### src/rtl/updown_counter_nb.sv
// Parametrised synchronous up/down counter with modulus, parallel load,
// wrap-or-saturate limits, terminal count, one-cycle wrap pulse and sticky overflow.
module updown_counter_nb #(
  parameter int unsigned          WIDTH    = 8,
  parameter logic [WIDTH-1:0]     MAX      = {WIDTH{1'b1}},
  parameter bit                   SATURATE = 1'b0
) (
  input  logic             clk,
  input  logic             clr,
  input  logic             T,
  input  logic             up,
  input  logic             ld,
  input  logic [WIDTH-1:0] D,
  output logic [WIDTH-1:0] Q,
  output logic             tc,
  output logic             wrap,
  output logic             ovf
);

  logic [WIDTH-1:0] r_q;
  logic             r_wrap;
  logic             r_ovf;

  logic             w_at_max;
  logic             w_at_zero;
  logic             w_limit;
  logic [WIDTH-1:0] w_load_val;
  logic [WIDTH-1:0] w_q_next;

  assign w_at_max  = (r_q == MAX);
  assign w_at_zero = (r_q == '0);

  // A limit event is exactly the terminal-count condition; tc exposes it
  // combinationally so it can feed the T of a cascaded counter.
  assign w_limit    = T & ((up & w_at_max) | (~up & w_at_zero));
  assign w_load_val = (D > MAX) ? MAX : D;

  always_comb begin
    w_q_next = r_q;
    if (T) begin
      if (up) begin
        if (w_at_max) w_q_next = SATURATE ? MAX : '0;
        else          w_q_next = r_q + 1'b1;
      end else begin
        if (w_at_zero) w_q_next = SATURATE ? '0 : MAX;
        else           w_q_next = r_q - 1'b1;
      end
    end
  end

  always_ff @(posedge clk) begin
    if (clr) begin
      r_q    <= '0;
      r_wrap <= 1'b0;
      r_ovf  <= 1'b0;
    end else if (ld) begin
      r_q    <= w_load_val;
      r_wrap <= 1'b0;
      r_ovf  <= 1'b0;
    end else begin
      r_q    <= w_q_next;
      r_wrap <= w_limit;
      r_ovf  <= r_ovf | w_limit;
    end
  end

  assign Q    = r_q;
  assign tc   = w_limit;
  assign wrap = r_wrap;
  assign ovf  = r_ovf;

endmodule

### config.mk
export PLATFORM = sky130hd
export DESIGN_NAME = updown_counter_nb
export DESIGN_NICKNAME = d
export VERILOG_FILES = /design/src/rtl/updown_counter_nb.sv
export SDC_FILE = /design/constraint.sdc
export NUM_CORES = 1
export LEC_CHECK = 0
export ABC_AREA = 1
export BUFFER_PORTS_ARGS = -buffer_cell sky130_fd_sc_hd__clkbuf_2
export CAP_MARGIN = 20
export CORE_UTILIZATION = 38
export DETAILED_ROUTE_END_ITERATION = 7
export GPL_TIMING_DRIVEN = 1
export PLACE_DENSITY = 0.71
export SYNTH_ARGS = -nofsm -noshare
export SYNTH_HDL_FRONTEND = slang
export SYNTH_SLANG_ARGS = --single-unit
export TNS_END_PERCENT = 5
### constraint.sdc
create_clock -name clk -period 1.5 [get_ports clk]
set_clock_uncertainty 0.15 [all_clocks]
set_input_delay 0.225 -clock clk [delete_from_list [all_inputs] [get_ports clk]]
set_output_delay 0.225 -clock clk [all_outputs]
set_load 0.01 [all_outputs]
Yosys cells after proc, flatten, opt, wreduce, memory -nomap -nowiden
Index checks and enable logic that the tools add are counted.
{"block": "totals", "reg_bits": 10, "latch_bits": 0, "ramBits": 0, "rom_bits": 0, "output_inout_bits": 11, "wordCells": 22, "memories": 0}
{"block": "op_classes", "n_addsub": 2, "multipliers": 0, "n_div": 0, "order_cmp": 1, "n_eq_ne": 1, "shifts": 0, "muxes": 6, "bitwise": 6, "n_reduce_logical": 3}
{"operator": "2-to-1 mux 8 bit", "count": 6}
{"operator": "adder 8 x 1 -> 8 bit (second input constant)", "count": 1}
{"operator": "== test 8 bit (second input constant)", "count": 1}
{"operator": "greater-than comparator 8 bit (second input constant)", "count": 1}
{"operator": "zero test 8 bit", "count": 1}
{"operator": "subtractor 8 x 1 -> 8 bit (second input constant)", "count": 1}
{"operator": "bitwise AND 1 bit", "count": 3}
{"operator": "OR 1 bit", "count": 2}
{"operator": "nonzero test 2 bit", "count": 1}
{"operator": "OR reduction 2 bit", "count": 1}
{"operator": "NOT 1 bit", "count": 1}

Depth between registers and ports, before layout
{"block": "depth", "ltp_word": 5, "depth_mapped": 10, "depth_no_buf": 10}

Worst setup path after synthesis
Ideal clock, no wire load.
{"block": "synth_path", "path_kind": "register to output", "start": "reg r_q[1], in the netlist Q[1]", "end": "out tc", "arrival_time_ns": 1.239, "slack_ns": -0.114, "stages_incl_launch_ff": 8, "path_buffers": 0, "cell_sequence": "dfxtp_1 -> ha_1 -> nand2_4 -> nor2_4 -> a21oi_2 -> nor2_2 -> nand2_2 -> inv_2"}
{"block": "synth_via", "elab_chain_len": 4, "word_cells_on_any_way": 6, "cone_classes": "eq/ne (1); bitwise (4); reduce/logical (1)"}
{"item": "start, declared", "line": "20", "rtl": "logic [WIDTH-1:0] r_q;"}
{"item": "start signal, assigned", "line": "57", "rtl": "r_q <= w_load_val;"}
{"item": "start signal, assigned", "line": "61", "rtl": "r_q <= w_q_next;"}
{"item": "== test 8 bit / zero test 8 bit (equally long branches)", "line": "30, 31"}
{"item": "bitwise AND 1 bit", "line": "35", "rtl": "assign w_limit = T & ((up & w_at_max) | (~up & w_at_zero));"}
{"item": "OR 1 bit *", "line": "35"}
{"item": "bitwise AND 1 bit *", "line": "35"}
{"item": "end, declared", "line": "15", "rtl": "output logic tc,"}
Mark *: on every way between the ends. The rest lies on a longest branch, timed or not.

Final worst setup path
{"block": "layout_path", "start": "reg r_q[0], in the netlist Q[0]", "end": "out tc"}
Same word-level chain as after synthesis.

==> metrics.csv <==
metric,value,unit
rsz0062_at_grt,true,
ant_nets,0,
cts_sinks,10,
clockBufferDepth,2,
fin_ws,-0.304,ns
hold_violations,0,
diodes,0,
grt_pass1_vias,1071,
slew_headroom,0.798,
drtIter0Drc,58,
grt_first_pass_wirelength,4730,um
first_pass_iters,4,
yosysSeqAreaShare,0.203,
syn_inst,156,
critPathMaxFanout,4,
core,2450,um2
mappedNetlistArea,985,um2
syn-num-nets,172,
initial_core_util,0.401,
cap_violations,0,
finalCritPeriodShare,1.20,
fp.dieW,52.9,um
final_common_cell,nand2_1,
gp_congestion,0.946,
drive_gt1_frac,0.486,
final-setup-viol-count,9,
maxSlewViolCount,0,
ir_worst_vdd,0.611,mV
hold_path_class,in -> reg,
htree_levels,1,
p_leak,0.724,nW
powerDensity,729,nW/um2
setup_tns,-1.62,ns
drc_errors,0,
numCtsBuffers,3,
cts_root_buf,clkbuf_4,
synth_seq_cells,10,
cts_hold_buf,0,
portBuffers,23,
via_per_inst,5.22,
dpl_worst_slack,-0.103,ns
violations,negative setup slack,
die-area,2800,um2
holdWs,0.0549,ns
clk_latency,0.28,ns
post-dp-hpwl,2250,um
end_kind,output pin,
ys_warn_count,0,
yosysUniqueCellTypes,30,
avgSynthCellArea,6.31,um2
syn2layout_area_growth,49.6,%
grt_max_degree,11,
grt_antenna_before_repair,0,
pin_count,24,
worst_slew_pin_slew,0.302,ns
overflow,0,
fin_crit,1.80,ns
fmaxAchievable,0.554,GHz
outcome,finished with violations,
rows,18,
die_h,52.9,um
routed-via-count,1253,
cts_tree,done,
crit_arrival,1.43,ns
clkTransAtPathRegs,0.07,ns
wl_per_cell,13.8,um
track_usage,0.235,
final_cell_mix,"39 x nand2_1, 33 x buf_4, 22 x clkbuf_2",
startpoint_type,register,
final_nets,227,
required,1.12,ns
crit_type,reg -> out,
finalWirelength,3310,um
registers in the layout (all words and copies together), names as in the netlist:
name  count
Q         8
ovf       1
wrap      1
routing by layer:
layer	part of all wire	GRT usage
met1	0.41	0.271
met2	0.50	0.430
met3	0.072	0.0632
met4	0.018	0.0395
met5	0	0
worst paths after layout:
| check | startpoint | endpoint | slack (ns) | cells after the start |
|---|---|---|---|---|
| worst max register to register | Q[0]$_SDFFE_PP0P_ | wrap$_SDFF_PP0_ | -0.23 | 12 |
| worst min register to register | ovf$_SDFF_PP0_ | ovf$_SDFF_PP0_ | 0.35 | 2 |
| worst min-delay path | D[0] | Q[0]$_SDFFE_PP0P_ | 0.05 | 3 |
| worst max-delay path | Q[0]$_SDFFE_PP0P_ | tc | -0.30 | 9 |
synth_stat cells, drive strengths merged:
master / count / share of area
nand3b: 1 / 0.0076
a31oi: 2 / 0.013
a22oi: 1 / 0.0076
a21oi: 7 / 0.043
xnor2: 1 / 0.0089
inv: 14 / 0.056
o211ai: 1 / 0.0076
nand2: 45 / 0.20
xor2: 1 / 0.0089
dfxtp: 10 / 0.20
nor2: 28 / 0.16
clkinv: 1 / 0.0038
nand4: 2 / 0.013
o21ai: 10 / 0.051
buf: 7 / 0.062
or2: 2 / 0.013
ha: 3 / 0.038
nand3: 20 / 0.11
power breakdown:
part	leakage, nW	switching [mW]	internal (mW)
Combinational	0.618	0.263	0.226
Clock	0.0210	0.114	0.148
Sequential	0.0853	0.0372	0.287
Total	0.724	0.414	0.660
what timing repair did:
item,4_1_cts,5_1_grt
pin swaps,8,7
setup buffers,10,4
endpoints found under the setup margin,8,10
gates resized for setup,18,13
final cells by class:
class / instances / area [um2]
fillers: 232 / 982
well taps: 30 / 37.5
inverters: 15 / 63.8
clock buffers: 4 / 36.3
repair buffers: 57 / 380
flip-flops and latches: 10 / 215
multi-input cells: 124 / 739
worst max-delay path, cell delays in order (launching register included):
cell	delay (ns)
dfxtp_4	0.37
inv_4	0.07
ha_4	0.14
nand2_4	0.05
nor2_4	0.15
nor2_4	0.05
nor2_4	0.09
nand2_2	0.07
inv_2	0.06
buf_6	0.10
stage by stage:
step / utilization / total power [mW] / area (um2) / instances
floorplan: - / 0.584 / 990 / 156
global placement: 0.502 / 0.704 / 1230 / 222
detailed placement: 0.502 / 0.718 / 1230 / 222
CTS: 0.571 / 1.02 / 1400 / 236
global route: 0.600 / 1.13 / 1470 / 240
finish: 0.600 / 1.07 / 1470 / 240
logic make-up after synthesis:
kind of cell / synth area share
fa+ha+maj: 0.0381
buf+inv: 0.122
flops: 0.203
compound gates: 0.122
simple gates: 0.497
xor+xnor: 0.0178
Note: power is estimated with default switching activity, not from simulation.
